## config.mk

```make
export PLATFORM = sky130hd
export DESIGN_NAME = seq_detector_param
export DESIGN_NICKNAME = d
export VERILOG_FILES = /design/src/rtl/seq_detector_param.sv
export SDC_FILE = /design/constraint.sdc
export NUM_CORES = 1
export LEC_CHECK = 0
export CORE_UTILIZATION = 45
export DETAILED_ROUTE_END_ITERATION = 10
export HOLD_SLACK_MARGIN = 0.15
export PLACE_DENSITY_LB_ADDON = 0.12
export SETUP_SLACK_MARGIN = 0.4
export SKIP_CTS_REPAIR_TIMING = 1
export SYNTH_ARGS = -nofsm -noshare
export SYNTH_HDL_FRONTEND = slang
export SYNTH_SLANG_ARGS = --single-unit
```

## constraint.sdc

```tcl
create_clock -name clk -period 2.5 [get_ports clk]
set_clock_uncertainty 0.1 [all_clocks]
set_input_delay 0.5 -clock clk [delete_from_list [all_inputs] [get_ports clk]]
set_output_delay 0.5 -clock clk [all_outputs]
set_load 0.05 [all_outputs]
```

## src/rtl/seq_detector_param.sv

```systemverilog
// seq_detector_param: parameterised Moore serial pattern detector.
// The state counts how many leading pattern bits are currently matched
// (KMP style). The next-state table is built from PATTERN when the design
// is elaborated. Detection may be overlapping or non-overlapping. A
// data_valid qualifier stalls the detector, and match_count saturates.
module seq_detector_param #(
    parameter int                   PAT_WIDTH = 4,
    parameter logic [PAT_WIDTH-1:0] PATTERN   = 4'b1101,
    parameter int                   OVERLAP   = 0,
    parameter int                   CNT_WIDTH = 8
) (
    input  logic                             clk,
    input  logic                             reset,
    input  logic                             data_valid,
    input  logic                             data,
    output logic                             detected,
    output logic [$clog2(PAT_WIDTH+1)-1:0]   state,
    output logic [CNT_WIDTH-1:0]             match_count
);

    localparam int                   SW       = $clog2(PAT_WIDTH + 1);
    localparam int                   NSTATE   = 2 ** SW;
    localparam logic [SW-1:0]        DETECT_S = SW'(PAT_WIDTH);
    localparam logic [CNT_WIDTH-1:0] CNT_MAX  = '1;

    if (PAT_WIDTH < 2 || PAT_WIDTH > 16) begin : g_bad_width
        $error("seq_detector_param: PAT_WIDTH must be in 2..16");
    end

    // Longest pattern prefix that is a suffix of (prefix of length s, then b).
    // Leaving DETECT without overlap restarts from an empty history.
    function automatic logic [SW-1:0] next_of(input int s, input logic b);
        int                   s_eff;
        int                   best;
        int                   idx;
        logic                 ok;
        logic                 seq_bit;
        logic                 pat_bit;
        logic [PAT_WIDTH-1:0] shifted;
        s_eff = (OVERLAP == 0 && s == PAT_WIDTH) ? 0 : s;
        best  = 0;
        for (int k = 1; k <= PAT_WIDTH; k++) begin
            if (k <= s_eff + 1) begin
                ok = 1'b1;
                for (int j = 0; j < k; j++) begin
                    idx = s_eff + 1 - k + j;
                    if (idx < s_eff) begin
                        shifted = PATTERN >> (PAT_WIDTH - 1 - idx);
                        seq_bit = shifted[0];
                    end else begin
                        seq_bit = b;
                    end
                    shifted = PATTERN >> (PAT_WIDTH - 1 - j);
                    pat_bit = shifted[0];
                    if (seq_bit != pat_bit) ok = 1'b0;
                end
                if (ok) best = k;
            end
        end
        return best[SW-1:0];
    endfunction

    logic [SW-1:0] next_on_zero [NSTATE];
    logic [SW-1:0] next_on_one  [NSTATE];
    logic [SW-1:0] next_state;

    // Unreachable encodings above PAT_WIDTH fall back to the idle state.
    for (genvar g = 0; g < NSTATE; g++) begin : g_table
        if (g <= PAT_WIDTH) begin : g_live
            assign next_on_zero[g] = next_of(g, 1'b0);
            assign next_on_one[g]  = next_of(g, 1'b1);
        end else begin : g_dead
            assign next_on_zero[g] = '0;
            assign next_on_one[g]  = '0;
        end
    end

    // Select the table entry for the incoming bit.
    always_comb begin
        next_state = data ? next_on_one[state] : next_on_zero[state];
    end

    // State, Moore output and saturating counter advance only on valid samples.
    always_ff @(posedge clk) begin
        if (reset) begin
            state       <= '0;
            detected    <= 1'b0;
            match_count <= '0;
        end else if (data_valid) begin
            state    <= next_state;
            detected <= (next_state == DETECT_S);
            if (next_state == DETECT_S && match_count != CNT_MAX) begin
                match_count <= match_count + CNT_WIDTH'(1);
            end
        end
    end

endmodule

```

==> results of run 1 <==
==> cell usage after synthesis (2+ instances only) <==
cell | count | area (sq um)
a21oi_1 | 7 | 35.0
dfxtp_1 | 12 | 240
ha_1 | 4 | 50.1
inv_1 | 3 | 11.3
mux2i_1 | 5 | 50.1
nand2_1 | 4 | 15.0
nand3_1 | 2 | 10.0
nand4_1 | 3 | 18.8
nor2_1 | 8 | 30.0
o21ai_0 | 2 | 10.0
o31ai_1 | 3 | 22.5
or3_2 | 2 | 15.0
or4_1 | 2 | 15.0
==> stage by stage <==
step	cells	cell area, sq um
after floorplan	67	626
after global placement	97	798
after global routing	103	871
after CTS	101	835
after detailed placement	97	798
final	103	871
==> layer usage <==
metal / track usage, % / vias up / part of all wire, %
met5: 0 / - / 0
met4: 10.3 / 0 / 1.4
met3: 5.20 / 4 / 3.9
met2: 25.4 / 10 / 46
met1: 24.4 / 245 / 49
li1: - / 284 / -
==> path summary, 6_finish.rpt <==
path / from / endpoint / slack, ns / cells after the start
worst max-delay path: state[1] / state[1] / 0.45 / 1
worst min register to register: match_count[6] / match_count[6] / 0.42 / 2
worst min-delay path: match_count[6] / match_count[6] / 0.42 / 2
worst max register to register: state[0] / match_count[7] / 0.50 / 6
==> worst min-delay path: cells and delay by family (launching register included) <==
family,cells,cell delay [ns]
DFF,1,0.34
AOI/OAI and AO/OA,2,0.14
==> area by class of cell <==
cell class                 instances  area [sq um]  area share [%]
tap                               15          18.8            2.16
timing repair buffer              18           193            22.1
sequential                        12           245            28.2
clock buffer                       4          36.3            4.17
inverter                           3          11.3            1.29
multi-input combinational         51           367            42.1
==> cells by family (layout without fill, tap and decap cells) <==
| group | count (synthesis) | count (layout) | synth area share, % |
|---|---|---|---|
| flops | 12 | 12 | 38.7 |
| compound gates | 14 | 14 | 15.5 |
| xor+xnor | 1 | 1 | 1.41 |
| simple gates | 27 | 27 | 25.8 |
| mux | 5 | 5 | 8.06 |
| fa+ha+maj | 4 | 4 | 8.06 |
| buf+inv | 4 | 25 | 2.42 |
==> power groups by stage <==
| stage | clock network [mW] | registers, mW | logic [mW] |
|---|---|---|---|
| after global placement | 0 | 0.200 | 0.0380 |
| after detailed placement | 0 | 0.200 | 0.0385 |
| after CTS | 0.159 | 0.195 | 0.0387 |
| after global routing | 0.167 | 0.195 | 0.0421 |
| after floorplan | 0 | 0.206 | 0.0172 |
| final | 0.153 | 0.195 | 0.0382 |
==> state kept, by name (all words and copies together) (netlist names) <==
| register | count |
|---|---|
| state | 3 |
| detected | 1 |
| match_count | 8 |
==> metrics.md, run 1 <==
| Metric | Value |
|---|---|
| # port buffers | 15 |
| Slew at the pin with the worst max-slew slack | between 0.5 and 0.6 ns |
| Mapped Nets | between 70 and 80 |
| VDD IR max | around 340 uV |
| Post-DP HPWL | just under 900 microns |
| Hold Worst Slack | 0.421 ns |
| Run status | finished, final reports clean |
| TritonCTS clock tree | done |
| Clock Pin Slew Worst Setup and Hold Paths | ~0.070 ns |
| Setup CP Type | flip-flop to primary output |
| Switch share | a little under a quarter |
| Synth Register Bits | 12 |
| Area of the core | 0.00128 sq mm |
| Switching power | about 0.09 mW |
| DRC viols | 0 |
| Power Dens Cells | approximately 440 mW/mm^2 |
| Crit start category | flip-flop |
| Design Power | just under 0.4 mW |
| Die W | 39.1 microns |
| Vias | 543 |
| Skew-Pair Late Insertion Delay | 0.27 ns |
| Initial Util | between 40 and 50% |
| Routed vias/inst | roughly 5.3 |
| DR pass1 iterations | 4 |
| Largest delay contributor family on the critical path | buffers and inverters |
| Ys flop type | dfxtp_1 |
| Post-route minimum period | 2.05 ns |
| Syn Inst Count | 67 |
| Pre-CTS WS | roughly 0.16 ns |
| CTS H-tree lvls | 1 |
| Starting DRT DRC Count | 6 |
| Nets | slightly below 100 |
| Commonest non-fill, non-tap cell in the layout | dfxtp_1 |
| Endpoint class of the critical path | primary output |
| Final Setup Violations | 0 |
| Synth unique cells | 23 |
| CTS Buf Count | 3 |
| WL/cell | around 12 microns |
| Commonest cells after routing, fill and taps aside | 10 x dfxtp_1, 9 x dlymetal6s2s_1, 8 x nor2_1 |
| Critical Path RT | ~1.9 ns |
| Final worst-path cycle share | approximately four fifths |
| Routed wire length | 1250 microns |
| Cell Int Power | approximately 0.3 mW |
| Share of post-route cells with drive strength above 1 | roughly 17% |
| Top Ports | 16 |
| Die height | 39.1 microns |
| Clock Path Buffers | 2 |
| Slew Viols, Final | 0 |
| Area Growth Syn to Fin | 40.3% |
| Netlist Area Pre-Place | approximately 620 sq um |
| Largest net degree at the start of global routing | 13 |
| Vias in the first global route | approximately 430 |
| Setup TNS | 0 ns |
| Combinational share of power | approximately a tenth |
| Clk pwr share | 39.6% |
| Initial antenna violation count | 0 |
| Sequential share of power | 50.5% |
| Synth warnings | 0 |
| MaxCap Viol Count | 0 |
| Max stage delay on crit path | roughly 0.8 ns |
| CTS root buffer | clkbuf_4 |
| Routed Antenna Nets | 0 |
| Routability cong. | about 0.71 |
| EDFF count, synth | 0 |
| Fin util | about two thirds |
| Slew margin rel. | around two thirds |
| GRT overflow | 0 |
| Largest fanout on the critical path | 5 |
| Fillcell total | ~120 |
| Crit path cell chain | clkdlybuf4s50_1 |
| Leak | 0.487 nW |
| RSZ-0062 raised after global routing | no |
| Hold Vio Cnt, Final | 0 |
| ANT cells | 0 |
| Die ar. | roughly 0.0015 sq mm |
| CP arrival | about 1.5 ns |
| Fmax | between 400 and 500 MHz |
| Clk sink count | 12 |
| Slowest-stage cell, CP | clkdlybuf4s50_1 |
| Buf/Inv on CP | 1 |
| Tot GR Track Use | between 10% and 20% |
| Row count | 13 |
| Final worst slack | 0.454 ns |
| Async SR Flop Fraction | 0% |
| Worst Hold Class | flip-flop to flip-flop |
| Syn Area/Cell | around 9.3 sq um |
| Part of the Yosys area used for sequential elements | 38.7% |
| First-pass GRT wire length | ~1800 microns |
Power figures use the tool's default switching activity.
==> run 2: changes to the inputs <==
clock period = 2.04 ns   (was 2.5 ns; I/O delays follow)
==> run 2 against run 1 <==
  * Flip-flop and latch count stayed put
  * Die area stayed put
  * Utilization is 3.7 points higher
  * Sequential power is 23% higher
  * First-iteration DRC count is 67% lower
  * Sequential share of layout area is 0.78 points lower
  * Non-clock buffer count is 4 higher
  * Worst setup slack worse by 0.18 ns
  * Largest power group unchanged
==> metrics.md, run 2 (same netlist as run 1, synthesis figures left out) <==
| Metric | Value |
|---|---|
| Slew margin rel. | between 60% and 70% |
| Commonest cells after routing, fill and taps aside | 13 x buf_4, 8 x nor2_1, 7 x dfxtp_1 |
| Final worst-path cycle share | 86.7% |
| Starting DRT DRC Count | 2 |
| Endpoint class of the critical path | flip-flop |
| Final Setup Violations | 0 |
| Clk sink count | 12 |
| GRT overflow | 0 |
| Area of the core | between 0.001 and 0.0015 sq mm |
| RSZ-0062 raised after global routing | yes |
| Switch share | 24.1% |
| Placed cells | just over 100 |
| Slew Viols, Final | 0 |
| Vias in the first global route | between 400 and 500 |
| Reg-to-reg endpoint | match_count[5] |
| Critical Path End | match_count[5] |
| Buf/Inv on CP | 1 |
| Hold Worst Slack | 0.425 ns |
| Fmax | about 570 MHz |
| Critical Path RT | around 2.2 ns |
| Design area | 918 sq um |
| CTS H-tree lvls | 1 |
| TritonCTS clock tree | done |
| # port buffers | 15 |
| Post-DP HPWL | 939 microns |
| Routed vias/inst | around 5.4 |
| Placed inst area | between 800 and 900 sq um |
| Vias | 582 |
| Area Growth Syn to Fin | 48.0% |
| Crit start category | flip-flop |
| Critical R2R Launch | state[0] |
| Worst Hold Class | flip-flop to flip-flop |
| Row count | 13 |
| Commonest non-fill, non-tap cell in the layout | buf_4 |
| Critical path depth | 6 |
| Final worst slack | around 0.27 ns |
| CP arrival | roughly 1.9 ns |
| Hold Vio Cnt, Final | 0 |
| Setup TNS | 0 ns |
| Largest fanout on the critical path | 8 |
| Die W | slightly below 40 microns |
| DR pass1 iterations | 3 |
| Worst reg-to-reg setup slack | approximately 0.27 ns |
| Switching power | around 0.12 mW |
| Leak | ~0.47 nW |
| Routed wire length | between 1000 and 1500 microns |
| Setup CP Type | flip-flop to flip-flop |
| Power Dens Cells | about 540 mW/mm^2 |
| Sequential share of power | roughly 49% |
| Die ar. | roughly 0.0015 sq mm |
| Run status | finished, final reports clean |
| Reg with most FFs | match_count |
| Post-route minimum period | between 1.5 and 2 ns |
| Combinational share of power | 11.9% |
| Design Power | 0.492 mW |
| WL/cell | around 12 microns |
| Fin util | around 71% |
| Slew at the pin with the worst max-slew slack | between 0.5 and 0.6 ns |
| Slowest-stage cell, CP | or4_1 |
| Clock Pin Slew Worst Setup and Hold Paths | 0.08 ns |
| Pre-CTS WS | 0.0202 ns |
| Die height | between 30 and 40 microns |
| Routed Antenna Nets | 0 |
| CTS Buf Count | 3 |
| Max reg flops | 8 |
| Routability cong. | roughly 0.65 |
| Largest delay contributor family on the critical path | simple AND/OR/NAND/NOR gates |
| VDD IR max | between 300 and 400 uV |
| ANT cells | 0 |
| Cell Int Power | between 0.3 and 0.4 mW |
| MaxCap Viol Count | 0 |
| Largest net degree at the start of global routing | 13 |
| Crit. Startpoint | state[0] |
| Reg2reg path depth | 6 |
| CTS root buffer | clkbuf_4 |
| Largest registers | match_count: 8 flops, state: 3 flops, detected: 1 flops |
| Share of post-route cells with drive strength above 1 | between 30% and 40% |
| DRC viols | 0 |
| Crit path cell chain | inv_4 > ha_4 > nor3b_4 > o211ai_4 > or4_1 > a21oi_1 |
| Clk pwr share | 39.6% |
| Final Non-Filler Cells | 107 |
| Initial antenna violation count | 0 |
| Tot GR Track Use | 20.1% |
| Clock Path Buffers | 2 |
| Nets | a little over 100 |
| Skew-Pair Late Insertion Delay | about 0.28 ns |
| Initial Util | 48.3% |
| First-pass GRT wire length | just under 2000 microns |
| Max stage delay on crit path | approximately 0.42 ns |
| Top Ports | 16 |
-- run 2: worst register-to-register path, delay by kind of cell, from the launching register on --
family          cells  cell delay (ns)
fa+ha+maj           1             0.24
buf+inv             1             0.04
flops               1             0.38
simple gates        2             0.66
compound gates      2             0.27
-- run 2: worst min path at each step --
stage                    from             end  slack (ns)  cells after the start
2_1_floorplan           reset        state[0]        0.37                      1
3_3_place_gp   match_count[7]  match_count[7]        0.40                      2
3_5_place_dp   match_count[7]  match_count[7]        0.41                      2
4_1_cts        match_count[7]  match_count[7]        0.42                      2
5_1_grt        match_count[7]  match_count[7]        0.44                      2
6_report       match_count[3]  match_count[3]        0.43                      2
-- run 2: layer usage --
layer / track usage, % / share of wire (%)
met1: 22.0 / 44
met5: 0 / 0
met3: 8.67 / 5.8
met2: 32.5 / 48
met4: 10.3 / 1.6
-- run 2: final cells by class --
| cell class | count | area, sq um |
|---|---|---|
| Clock buffer | 4 | 36.3 |
| Fill cell | 104 | 367 |
| Inverter | 3 | 13.8 |
| Multi-Input combinational cell | 51 | 395 |
| Sequential cell | 12 | 251 |
| Tap cell | 15 | 18.8 |
| Timing Repair Buffer | 22 | 203 |
-- run 2: power groups by stage --
| stage | clock (mW) | combinational (mW) | sequential [mW] |
|---|---|---|---|
| global route | 0.211 | 0.0634 | 0.240 |
| global placement | 0 | 0.0539 | 0.244 |
| finish | 0.194 | 0.0584 | 0.239 |
| floorplan | 0 | 0.0255 | 0.253 |
| detailed placement | 0 | 0.0541 | 0.244 |
| CTS | 0.196 | 0.0541 | 0.239 |
==> run 3: changes to the inputs <==
CORE_MARGIN = 2   (was unset)
==> run 3 against run 2 <==
  * Flip-flop and latch count unchanged
  * Non-clock buffer count decreased by 1
  * Worst setup slack got worse by 0.0030 ns
  * Count of clock-buffer cells in the layout did not move
  * Combinational power shrank 4.6%
  * Fmax decreased by 0.17%
  * Global-route usage fell by 2.7 points
  * Via count fell by 1.0%
  * Sequential share of layout area grew 0.85 points
  * Power is 8.7% lower
  * Utilization decreased by 3.0 points
  * Critical endpoint is now match_count[7]
  * Largest cell class unchanged
==> metrics.md, run 3 (same netlist as run 1, synthesis figures left out) <==
| Metric | Value |
|---|---|
| Final Setup Violations | 0 |
| Critical Path RT | roughly 2.1 ns |
| Run status | finished, final reports clean |
| Reg with most FFs | match_count |
| Area of the core | around 0.0013 sq mm |
| Leak | 0.459 nW |
| TritonCTS clock tree | done |
| Critical Path End | match_count[7] |
| Slew margin rel. | between 60 and 70% |
| Slowest-stage cell, CP | or4_1 |
| Routed wire length | between 1000 and 1500 microns |
| Final worst-path cycle share | roughly 87% |
| CTS root buffer | clkbuf_4 |
| Largest registers | match_count: 8 flops, state: 3 flops, detected: 1 flops |
| Worst Hold Class | flip-flop to flip-flop |
| Reg-to-reg endpoint | match_count[7] |
| Post-DP HPWL | roughly 950 microns |
| CTS H-tree lvls | 1 |
| Power Dens Cells | just over 500 mW/mm^2 |
| Fmax | roughly 560 MHz |
| CP arrival | ~1.9 ns |
| Design Power | ~0.45 mW |
| Commonest cells after routing, fill and taps aside | 12 x buf_4, 8 x nor2_1, 7 x a21oi_1, 7 x dfxtp_1, 6 x dlymetal6s2s_1 |
| Die ar. | ~0.0017 sq mm |
| Initial Util | a little under half |
| Clock Path Buffers | 2 |
| Setup CP Type | flip-flop to flip-flop |
| CTS Buf Count | 3 |
| Commonest non-fill, non-tap cell in the layout | buf_4 |
| Design area | about 890 sq um |
| Skew-Pair Late Insertion Delay | 0.27 ns |
| Crit start category | flip-flop |
| Top Ports | 16 |
| ANT cells | 0 |
| Crit. Startpoint | state[0] |
| # port buffers | 15 |
| Post-route minimum period | about 1.8 ns |
| Register Area | about 250 sq um |
| Slew at the pin with the worst max-slew slack | between 0.5 and 0.6 ns |
| Routed Antenna Nets | 0 |
| Fillcell total | ~120 |
| Largest fanout on the critical path | 9 |
| Area Growth Syn to Fin | 43.5% |
| Initial antenna violation count | 0 |
| Slew Viols, Final | 0 |
| Starting DRT DRC Count | 9 |
| Hold Vio Cnt, Final | 0 |
| Routed vias/inst | 5.43 |
| VDD IR max | about 340 uV |
| Tot GR Track Use | 17.4% |
| First-pass GRT wire length | roughly 1900 microns |
| WL/cell | around 12 microns |
| RSZ-0062 raised after global routing | yes |
| Nets | 100 |
| MaxCap Viol Count | 0 |
| Worst reg-to-reg setup slack | roughly 0.27 ns |
| Clock Pin Slew Worst Setup and Hold Paths | ~0.080 ns |
| Crit path cell chain | inv_4 > ha_4 > nor3b_4 > o211ai_4 > or4_1 > a21oi_1 |
| Critical R2R Launch | state[0] |
| Share of post-route cells with drive strength above 1 | between 30% and 40% |
| DR pass1 iterations | 4 |
| GRT overflow | 0 |
| DRC viols | 0 |
| Placed inst area | between 800 and 900 sq um |
| Die height | approximately 40 microns |
| Routability cong. | 0.627 |
| Max stage delay on crit path | 0.42 ns |
| Endpoint class of the critical path | flip-flop |
| Setup TNS | 0 ns |
| Max reg flops | 8 |
| Vias | between 500 and 600 |
| Vias in the first global route | around 450 |
| Row count | 13 |
| Multi-input gate area | approximately 390 sq um |
| Clk sink count | 12 |
| Reg2reg path depth | 6 |
| Largest net degree at the start of global routing | 13 |
| Die W | a little over 40 microns |
-- run 3: cell types whose count changed in the layout (fill, tap and decap cells not counted), sizes merged --
cell	previous run	this run
buf	13	12
-- run 3: cell type report --
class,instances,share of cell area [%]
multi-input cells,51,43.3
flip-flops and latches,12,28.2
repair buffers,21,21.9
clock buffers,4,2.95
well taps,15,2.11
inverters,3,1.54
-- run 3: metrics by stage --
step / util (%) / worst slack, ns / cells / hold slack, ns
after global placement: 64.7 / 0.0120 / 101 / 0.406
final: 68.5 / 0.269 / 106 / 0.425
after CTS: 66.7 / 0.0678 / 105 / 0.423
after floorplan: - / 0.211 / 67 / 0.371
after detailed placement: 64.7 / 0.0175 / 101 / 0.411
after global routing: 68.5 / 0.177 / 106 / 0.432
-- run 3: how the worst min path moves through the flow --
| stage | from | end | slack, ns | cells past startpoint |
|---|---|---|---|---|
| after CTS | match_count[6] | match_count[6] | 0.42 | 2 |
| final | match_count[6] | match_count[6] | 0.42 | 2 |
| after global placement | match_count[7] | match_count[7] | 0.41 | 2 |
| after global routing | match_count[6] | match_count[6] | 0.43 | 2 |
| after floorplan | reset | state[0] | 0.37 | 1 |
| after detailed placement | match_count[7] | match_count[7] | 0.41 | 2 |
-- run 3: where the power goes --
group / leakage, nW / internal [mW] / switching (mW)
clock network: 0.0150 / 0.0756 / 0.0784
registers: 0.0999 / 0.235 / 0.00346
logic: 0.344 / 0.0271 / 0.0286
total: 0.459 / 0.338 / 0.110
-- run 3: worst max-delay path: cells and delay by family, from the launching register on --
kind | cells | cell delay, ns
buffers and inverters | 1 | 0.04
AO/OA/AOI/OAI | 2 | 0.28
AND/OR/NAND/NOR | 2 | 0.66
adder cells (fa/ha/maj) | 1 | 0.24
flip-flops | 1 | 0.38
-- run 3: per-layer routing --
| layer | track usage (%) | wire length, microns |
|---|---|---|
| met1 | 22.1 | 600 |
| met2 | 26.2 | 599 |
| met3 | 4.89 | 83 |
| met4 | 9.68 | 17 |
| met5 | 0 | 0 |
